## src/rtl/seq_divider_32.sv

```systemverilog
// seq_divider_32 -- multi-cycle unsigned restoring divider, one quotient bit per clock.
//
// Ports:
//   clk          rising-edge clock
//   rst_n        asynchronous reset, active-low
//   start        request a divide; accepted in IDLE or DONE (ignored while busy)
//   dividend     unsigned dividend, captured on an accepted start
//   divisor      unsigned divisor, captured on an accepted start
//   busy         high while iterating (RUN state)
//   done         one-cycle pulse; quotient/remainder/div_by_zero valid in that cycle
//   quotient     result quotient, held until the next completed operation
//   remainder    result remainder, held until the next completed operation
//   div_by_zero  set with done when the divisor was 0, held like the results
//   fsm_state    current FSM state (IDLE=0, RUN=1, DONE=2) for observation
//
// Handshake: start is sampled on a rising edge only when busy==0 (IDLE or DONE
// state); there is no queuing, so a start raised while busy is simply dropped.
// done and busy are never high together. A normal divide shows busy for WIDTH
// cycles after the accepting edge, then done for one cycle; a zero divisor goes
// straight to done in the cycle after the accepting edge.

module seq_divider_32 #(
  parameter int WIDTH = 32
) (
  input  logic             clk,
  input  logic             rst_n,
  input  logic             start,
  input  logic [WIDTH-1:0] dividend,
  input  logic [WIDTH-1:0] divisor,
  output logic             busy,
  output logic             done,
  output logic [WIDTH-1:0] quotient,
  output logic [WIDTH-1:0] remainder,
  output logic             div_by_zero,
  output logic [1:0]       fsm_state
);

  localparam int CW = $clog2(WIDTH + 1);

  typedef enum logic [1:0] {
    IDLE = 2'd0,
    RUN  = 2'd1,
    DONE = 2'd2
  } state_t;

  state_t           state;
  state_t           state_next;
  logic [CW-1:0]    count;
  logic [WIDTH-1:0] rem_acc;
  logic [WIDTH-1:0] quo_acc;
  logic [WIDTH-1:0] divisor_q;

  logic             accept;
  logic             last_step;
  logic [WIDTH-1:0] rem_sh;
  logic [WIDTH-1:0] quo_sh;
  logic [WIDTH:0]   diff;
  logic [WIDTH-1:0] rem_next;
  logic [WIDTH-1:0] quo_next;

  // ---------------------------------------------------------------------------
  // FSM: state register
  // ---------------------------------------------------------------------------
  always_ff @(posedge clk or negedge rst_n) begin
    if (!rst_n) begin
      state <= IDLE;
    end else begin
      state <= state_next;
    end
  end

  // ---------------------------------------------------------------------------
  // FSM: next state and decoded outputs
  // ---------------------------------------------------------------------------
  always_comb begin
    state_next = state;
    accept     = 1'b0;
    last_step  = 1'b0;
    case (state)
      IDLE: begin
        if (start) begin
          accept     = 1'b1;
          state_next = (divisor == '0) ? DONE : RUN;
        end
      end
      RUN: begin
        last_step = (count == CW'(1));
        if (last_step) begin
          state_next = DONE;
        end
      end
      DONE: begin
        // A start in the done cycle launches the next operation immediately.
        if (start) begin
          accept     = 1'b1;
          state_next = (divisor == '0) ? DONE : RUN;
        end else begin
          state_next = IDLE;
        end
      end
      default: state_next = IDLE;
    endcase
  end

  assign busy      = (state == RUN);
  assign done      = (state == DONE);
  assign fsm_state = state;

  // ---------------------------------------------------------------------------
  // One restoring iteration: shift {rem,quo} left, trial-subtract the divisor
  // with a borrow bit, keep the difference if no borrow.
  // The top bit of rem_acc shifted out here is always zero: a subtraction
  // keeps rem_acc below the divisor, and before the first subtraction rem_acc
  // holds fewer than WIDTH dividend bits.
  // ---------------------------------------------------------------------------
  always_comb begin
    rem_sh   = {rem_acc[WIDTH-2:0], quo_acc[WIDTH-1]};
    quo_sh   = {quo_acc[WIDTH-2:0], 1'b0};
    diff     = {1'b0, rem_sh} - {1'b0, divisor_q};
    rem_next = rem_sh;
    quo_next = quo_sh;
    if (!diff[WIDTH]) begin
      rem_next = diff[WIDTH-1:0];
      quo_next = {quo_sh[WIDTH-1:1], 1'b1};
    end
  end

  // ---------------------------------------------------------------------------
  // Datapath. Result registers are written only on the edge entering DONE,
  // so they stay stable through a following RUN.
  // ---------------------------------------------------------------------------
  always_ff @(posedge clk or negedge rst_n) begin
    if (!rst_n) begin
      count       <= '0;
      rem_acc     <= '0;
      quo_acc     <= '0;
      divisor_q   <= '0;
      quotient    <= '0;
      remainder   <= '0;
      div_by_zero <= 1'b0;
    end else if (accept) begin
      divisor_q <= divisor;
      if (divisor == '0) begin
        quotient    <= '1;
        remainder   <= dividend;
        div_by_zero <= 1'b1;
      end else begin
        rem_acc <= '0;
        quo_acc <= dividend;
        count   <= CW'(WIDTH);
      end
    end else if (state == RUN) begin
      rem_acc <= rem_next;
      quo_acc <= quo_next;
      count   <= count - CW'(1);
      if (last_step) begin
        quotient    <= quo_next;
        remainder   <= rem_next;
        div_by_zero <= 1'b0;
      end
    end
  end

endmodule
```

## config.mk

```make
export PLATFORM = sky130hd
export DESIGN_NAME = seq_divider_32
export DESIGN_NICKNAME = d
export VERILOG_FILES = /design/src/rtl/seq_divider_32.sv
export SDC_FILE = /design/constraint.sdc
export NUM_CORES = 1
export LEC_CHECK = 0
export BUFFER_PORTS_ARGS = -buffer_cell sky130_fd_sc_hd__buf_2
export CAP_MARGIN = 20
export CORE_MARGIN = 8
export CORE_UTILIZATION = 58
export DETAILED_ROUTE_END_ITERATION = 12
export PLACE_DENSITY = 0.8
export RECOVER_POWER = 100
export SYNTH_ARGS = -nofsm -noshare
export SYNTH_HDL_FRONTEND = slang
export SYNTH_SLANG_ARGS = --single-unit
```

## constraint.sdc

```tcl
create_clock -name clk -period 3.2 [get_ports clk]
set_input_delay 0.96 -clock clk [delete_from_list [all_inputs] [get_ports clk]]
set_output_delay 0.96 -clock clk [all_outputs]
set_load 0.1 [all_outputs]
```

# Yosys cells after proc, flatten, opt, wreduce, memory -nomap -nowiden
# Index checks and enable logic that the tools add are counted.
dict set report word_totals {
  ff_bits 168
  inputBits 67
  output_inout_bits 69
  wordCells 56
}
dict set report classes {
  addsub 2
  reduce_logical 8
  eq_ne 7
  muxes 31
}
# operator count
set op_table {}
lappend op_table {{2-to-1 mux 32 bit} 12}
lappend op_table {{2-to-1 mux 31 bit} 3}
lappend op_table {{subtractor 32 x 32 -> 33 bit} 1}
lappend op_table {{logical NOT 32 bit} 1}
lappend op_table {{2-to-1 mux 6 bit} 3}
lappend op_table {{2-to-1 mux 1 bit} 8}
lappend op_table {{2-to-1 mux 2 bit} 4}
lappend op_table {{equality test 6 x 1 -> 1 bit (second input constant)} 1}
lappend op_table {{one-hot mux 2 bit (3 select lines)} 1}
lappend op_table {{subtractor 6 x 1 -> 6 bit (second input constant)} 1}
lappend op_table {{inequality test 2 x 1 -> 1 bit (second input constant)} 2}
lappend op_table {{inequality test 2 bit (second input constant)} 2}
lappend op_table {{AND reduction 2 bit} 2}
lappend op_table {{nonzero test 2 bit} 2}
lappend op_table {{AND reduction 3 bit} 1}
lappend op_table {{equality test 2 x 1 -> 1 bit (second input constant)} 1}
lappend op_table {{equality test 2 bit (second input constant)} 1}
lappend op_table {{logical NOT 2 bit} 1}
lappend op_table {{OR reduction 2 bit} 1}

# Depth between registers and ports, before layout
dict set report logic_depth {
  word_depth 5
  depth_mapped 14
  mapped_depth_nobuf 12
}

# Worst setup path after synthesis
# OpenSTA, ideal clock, no wires.
dict set report synth_path {
  path_kind {reg-to-output}
  from {register state[1] (netlist: fsm_state[1])}
  to {output done}
  required_time_ns 2.240
  t_arrival_ns 2.356
  path_slack_ns -0.116
  stages_incl_launch_ff 2
  path_buffers 0
  path_cell_list {dfrtp_1 > nor2b_1}
}
dict set report synth_via {
  elab_chain_len 1
}
# item line_no
set synth_lines {}
lappend synth_lines {{start, declared} 46} ;# state_t state;
lappend synth_lines {{start signal, assigned} 68} ;# state <= state_next;
lappend synth_lines {{equality test 2 bit} 106} ;# assign done = (state == DONE);
lappend synth_lines {{end, declared} 31} ;# output logic done,
# Every way passes these cells.

# Worst setup path after layout
dict set report layout_path {
  from {register rem_acc[4]}
  to {register remainder[29]}
}
dict set report layout_via {
  elab_chain_len 5
}
# item line_no
set layout_lines {}
lappend layout_lines {{start, declared} 49} ;# logic [WIDTH-1:0] rem_acc;
lappend layout_lines {{start signal, assigned} 153} ;# rem_acc <= rem_next;
lappend layout_lines {{subtractor 32 x 32 -> 33 bit} 119} ;# diff = {1'b0, rem_sh} - {1'b0, divisor_q};
lappend layout_lines {{2-to-1 mux 32 bit} 122} ;# if (!diff[WIDTH]) begin
lappend layout_lines {{2-to-1 mux 32 bit} 156} ;# if (last_step) begin
lappend layout_lines {{2-to-1 mux 32 bit} 152} ;# end else if (state == RUN) begin
lappend layout_lines {{2-to-1 mux 32 bit} 141} ;# end else if (accept) begin
lappend layout_lines {{end signal, assigned} 145} ;# remainder <= dividend;
lappend layout_lines {{end signal, assigned} 158} ;# remainder <= rem_next;
lappend layout_lines {{end, declared} 33} ;# output logic [WIDTH-1:0] remainder,
# Every way passes these cells. The select of a mux whose other input is x is not followed.
# A chain may end at the register's enable or synchronous reset.

==> results by group <==
Final layout
  – Post-layout net count: 1285
  – Number of inserted diodes: 0
  – Number of fillers in the final layout: 1307
  – Register cell area after layout: 0.00420 mm²
  – Fraction of final layout cells sized beyond drive strength 1: 0.146
  – Area grow syn2layout: 17.5%
  – Area of the multi-input gates: 0.00440 mm²
  – Layout Cell Area excl Fill: 0.0106 mm²

CTS
  – Clock slew seen by the registers of the worst setup and hold paths: 0.07 ns
  – H-tree depth reported by CTS: 4
  – Clock tree from TritonCTS: done
  – Clk root buf: sky130_fd_sc_hd__clkbuf_16
  – Setup bufs post-CTS: 0
  – Count of cells resized by post-cts repair: 0
  – TritonCTS Buffers: 17
  – Bufs on Longest Clock Path: 2
  – Clock tree sinks: 168
  – Later-pin clock latency in the skew report: 0.43 ns
  – Hold_buf cts: 0

Timing
  – Worst Max-Slew Pin Slew: 1.69 ns
  – Fin. max-slew vios: 70
  – Final setup violation count: 0
  – Count of final hold-check violations: 0
  – Worst slew margin: -0.128
  – Fmax: 0.324 GHz
  – Unrepaired setup endpoints after global routing: no
  – Min cycle time layout: 3.09 ns
  – Clock skew: 0.0106 ns
  – Setup TNS after final layout: 0 ns
  – Final Cycle Share: 0.965

Synth
  – Net Count, Synth: 1130
  – Warnings from Yosys: 0
  – Number of synthesized flops with an enable pin: 0
  – Number of flip-flops and latches in the synthesized netlist: 168
  – Async set or reset register ratio after synthesis: 1.00
  – Post-synthesis instance total: 1027
  – Primary flip-flop cell chosen by synthesis mapping: sky130_fd_sc_hd__dfrtp_1
  – Seq/Total Area, Yosys: 0.466
  – Mean instance size in the synthesized netlist: 8.79 µm²
  – Netlist area before placement: 0.00902 mm²
  – Post-synth cell types: 64

Route
  – Total wire length: 24600 µm
  – Mean number of vias per cell: 5.84
  – Drt drc: 0
  – Routed Antenna Nets: 0
  – First drt pass iteration count: 6
  – Avg WL per Cell: 17.8 µm
  – Initial DRC count: 687
  – Total number of vias: 8075

Worst setup path
  – Crit path arrival time: 3.44 ns
  – Crit start category: flop
  – Startpoint of the worst register-to-register path: rem_acc[4]
  – Worst setup endpoint: remainder[29]
  – Reg2reg setup slack: 0.11 ns
  – Worst R2R Path Depth: 12
  – Worst r2r dst: remainder[29]
  – Critical path required time: 3.55 ns
  – Worst setup EP type: flop
  – Maximum fanout along the worst path: 3
  – Worst Path Class, Setup: flop to flop
  – First element of the critical path: rem_acc[4]

Floorplan
  – Core area: 0.0152 mm²
  – Die area: 0.0198 mm²
  – Effective utilization at floorplan: 0.594
  – FP Rows: 45
  – I/O pin count: 136
  – Die Wd: 141 µm
  – Chip Height: 141 µm

Placed design
  – Placed wire-length estimate: 18200 µm
  – Final Wtd Congestion: 0.934
  – Number of port buffers: 135
  – Instance area at placement: 0.0102 mm²

Global routing
  – Final global-route overflow total: 0
  – Initial antenna violation count: 0
  – Via count of the first global-routing pass: 7677
  – Global-route wire length before repair: 39200 µm
  – Maximum number of pins on one net before global-route repair: 70
  – Aggregate global-route resource usage: 0.247

Job
  – Maxcap violations: 1

Outcome
  – Violations in the final reports: capacitance limit, slew limit
  – Result of the run: finished with violations

Hold path
  – Class of the tightest hold or removal check: flop to flop
==> cells in the final DEF (no fill, tap or decap), types with 5 or more instances in the layout <==
master                      count
sky130_fd_sc_hd__nor2b_1        6
sky130_fd_sc_hd__and2_1         5
sky130_fd_sc_hd__nand2_1      201
sky130_fd_sc_hd__and3_1         5
sky130_fd_sc_hd__o211ai_1       5
sky130_fd_sc_hd__xor2_1        14
sky130_fd_sc_hd__buf_2         63
sky130_fd_sc_hd__clkbuf_16     17
sky130_fd_sc_hd__clkbuf_1      76
sky130_fd_sc_hd__nand3_1       10
sky130_fd_sc_hd__ha_1          35
sky130_fd_sc_hd__o21a_1         7
sky130_fd_sc_hd__nand4_1        5
sky130_fd_sc_hd__o21ai_0      111
sky130_fd_sc_hd__clkbuf_2       5
sky130_fd_sc_hd__buf_4         40
sky130_fd_sc_hd__nor4_1        11
sky130_fd_sc_hd__nor2_1       112
sky130_fd_sc_hd__or3_1          8
sky130_fd_sc_hd__dfrtp_1      168
sky130_fd_sc_hd__a21oi_1       38
sky130_fd_sc_hd__o31ai_1        6
sky130_fd_sc_hd__xnor2_1       16
sky130_fd_sc_hd__inv_6          5
sky130_fd_sc_hd__inv_1         43
sky130_fd_sc_hd__o21ai_1       10
sky130_fd_sc_hd__a21o_1        23
sky130_fd_sc_hd__mux2_1         9
sky130_fd_sc_hd__a31oi_1       54
sky130_fd_sc_hd__mux2i_1        7
sky130_fd_sc_hd__nor3_1         8
sky130_fd_sc_hd__mux2_2         7
==> kinds of logic after synthesis <==
| kind of cell | Yosys count | share of synthesized area |
|---|---|---|
| AO/OA/AOI/OAI | 282 | 0.191 |
| XOR/XNOR | 30 | 0.0291 |
| adder cells (fa/ha/maj) | 36 | 0.0507 |
| buffers and inverters | 98 | 0.0462 |
| flip-flops | 168 | 0.466 |
| multiplexers | 24 | 0.0331 |
| AND/OR/NAND/NOR | 389 | 0.184 |
==> metrics by stage <==
stage	instances	utilization	hold WS [ns]	setup WS, ns
3_5_place_dp	1351	0.672	0.464	0.161
6_report	1383	0.697	0.479	0.113
5_1_grt	1383	0.697	0.488	0.0229
3_3_place_gp	1351	0.672	0.455	0.222
2_1_floorplan	1027	-	0.469	0.166
4_1_cts	1383	0.711	0.478	0.118
==> how the worst min path moves through the flow <==
stage | start | to | cells past startpoint
2_1_floorplan | rem_acc[24] | rem_acc[24] | 2
3_3_place_gp | quotient[16] | quotient[16] | 2
3_5_place_dp | remainder[26] | remainder[26] | 1
4_1_cts | remainder[26] | remainder[26] | 1
5_1_grt | remainder[26] | remainder[26] | 1
6_report | quotient[28] | quotient[28] | 2
==> metal layers <==
| metal | vias up | GRT usage | share of wire |
|---|---|---|---|
| li1 | 3863 | - | - |
| met1 | 3869 | 0.353 | 0.46 |
| met2 | 316 | 0.375 | 0.45 |
| met3 | 27 | 0.0469 | 0.081 |
| met4 | 0 | 0.0747 | 0.013 |
| met5 | - | 0 | 0 |
==> critical path: stages (launching register included) <==
cell,delay [ns]
sky130_fd_sc_hd__dfrtp_1,0.43
sky130_fd_sc_hd__ha_1,0.35
sky130_fd_sc_hd__buf_4,0.14
sky130_fd_sc_hd__o21ai_1,0.09
sky130_fd_sc_hd__a211o_1,0.32
sky130_fd_sc_hd__a21oi_2,0.16
sky130_fd_sc_hd__o211ai_2,0.16
sky130_fd_sc_hd__a2111oi_4,0.39
sky130_fd_sc_hd__o21ai_1,0.19
sky130_fd_sc_hd__a2111oi_2,0.38
sky130_fd_sc_hd__nor3b_2,0.09
sky130_fd_sc_hd__buf_4,0.15
sky130_fd_sc_hd__a31oi_1,0.15
==> sequential cells by signal, summed over array words and instances (netlist names) <==
register and flops:
quo_acc 32, quotient 32, count 6, divisor_q 32, div_by_zero 1, fsm_state 2, remainder 32, rem_acc 31
==> cell usage after synthesis (all sizes together), types with 2 or more instances <==
cell type | n | share of area
clkbuf | 42 | 0.017
and3 | 5 | 0.0035
inv | 43 | 0.018
buf | 12 | 0.010
and2 | 6 | 0.0042
or3 | 8 | 0.0055
o211ai | 7 | 0.0069
xnor2 | 16 | 0.016
or2 | 3 | 0.0021
a221oi | 2 | 0.0019
nand2b | 4 | 0.0028
xor2 | 14 | 0.014
nor2 | 112 | 0.047
mux2i | 7 | 0.0078
nand2 | 201 | 0.084
dfrtp | 168 | 0.47
o21ai | 121 | 0.067
a21o | 23 | 0.019
nor2b | 8 | 0.0055
nor3b | 3 | 0.0030
and4 | 2 | 0.0019
a2111oi | 2 | 0.0047
nor4 | 12 | 0.0090
ha | 35 | 0.049
o22ai | 2 | 0.0014
nand4 | 6 | 0.0049
o31ai | 7 | 0.0064
a211oi | 5 | 0.0047
mux2 | 17 | 0.025
nand3 | 10 | 0.0055
a21oi | 41 | 0.024
nor3 | 8 | 0.0044
o21a | 7 | 0.0058
a31oi | 54 | 0.037
==> cell type report <==
cell class | instances | area share
clock inverter | 14 | 0.0146
tap | 188 | 0.0222
timing repair buffer | 190 | 0.0951
multi-input combinational | 761 | 0.415
sequential | 168 | 0.397
clock buffer | 18 | 0.0414
inverter | 44 | 0.0156
Power is left out: the tool's default activity adds up to more than one toggle a clock period on the data nets, which glitch-free logic cannot reach.
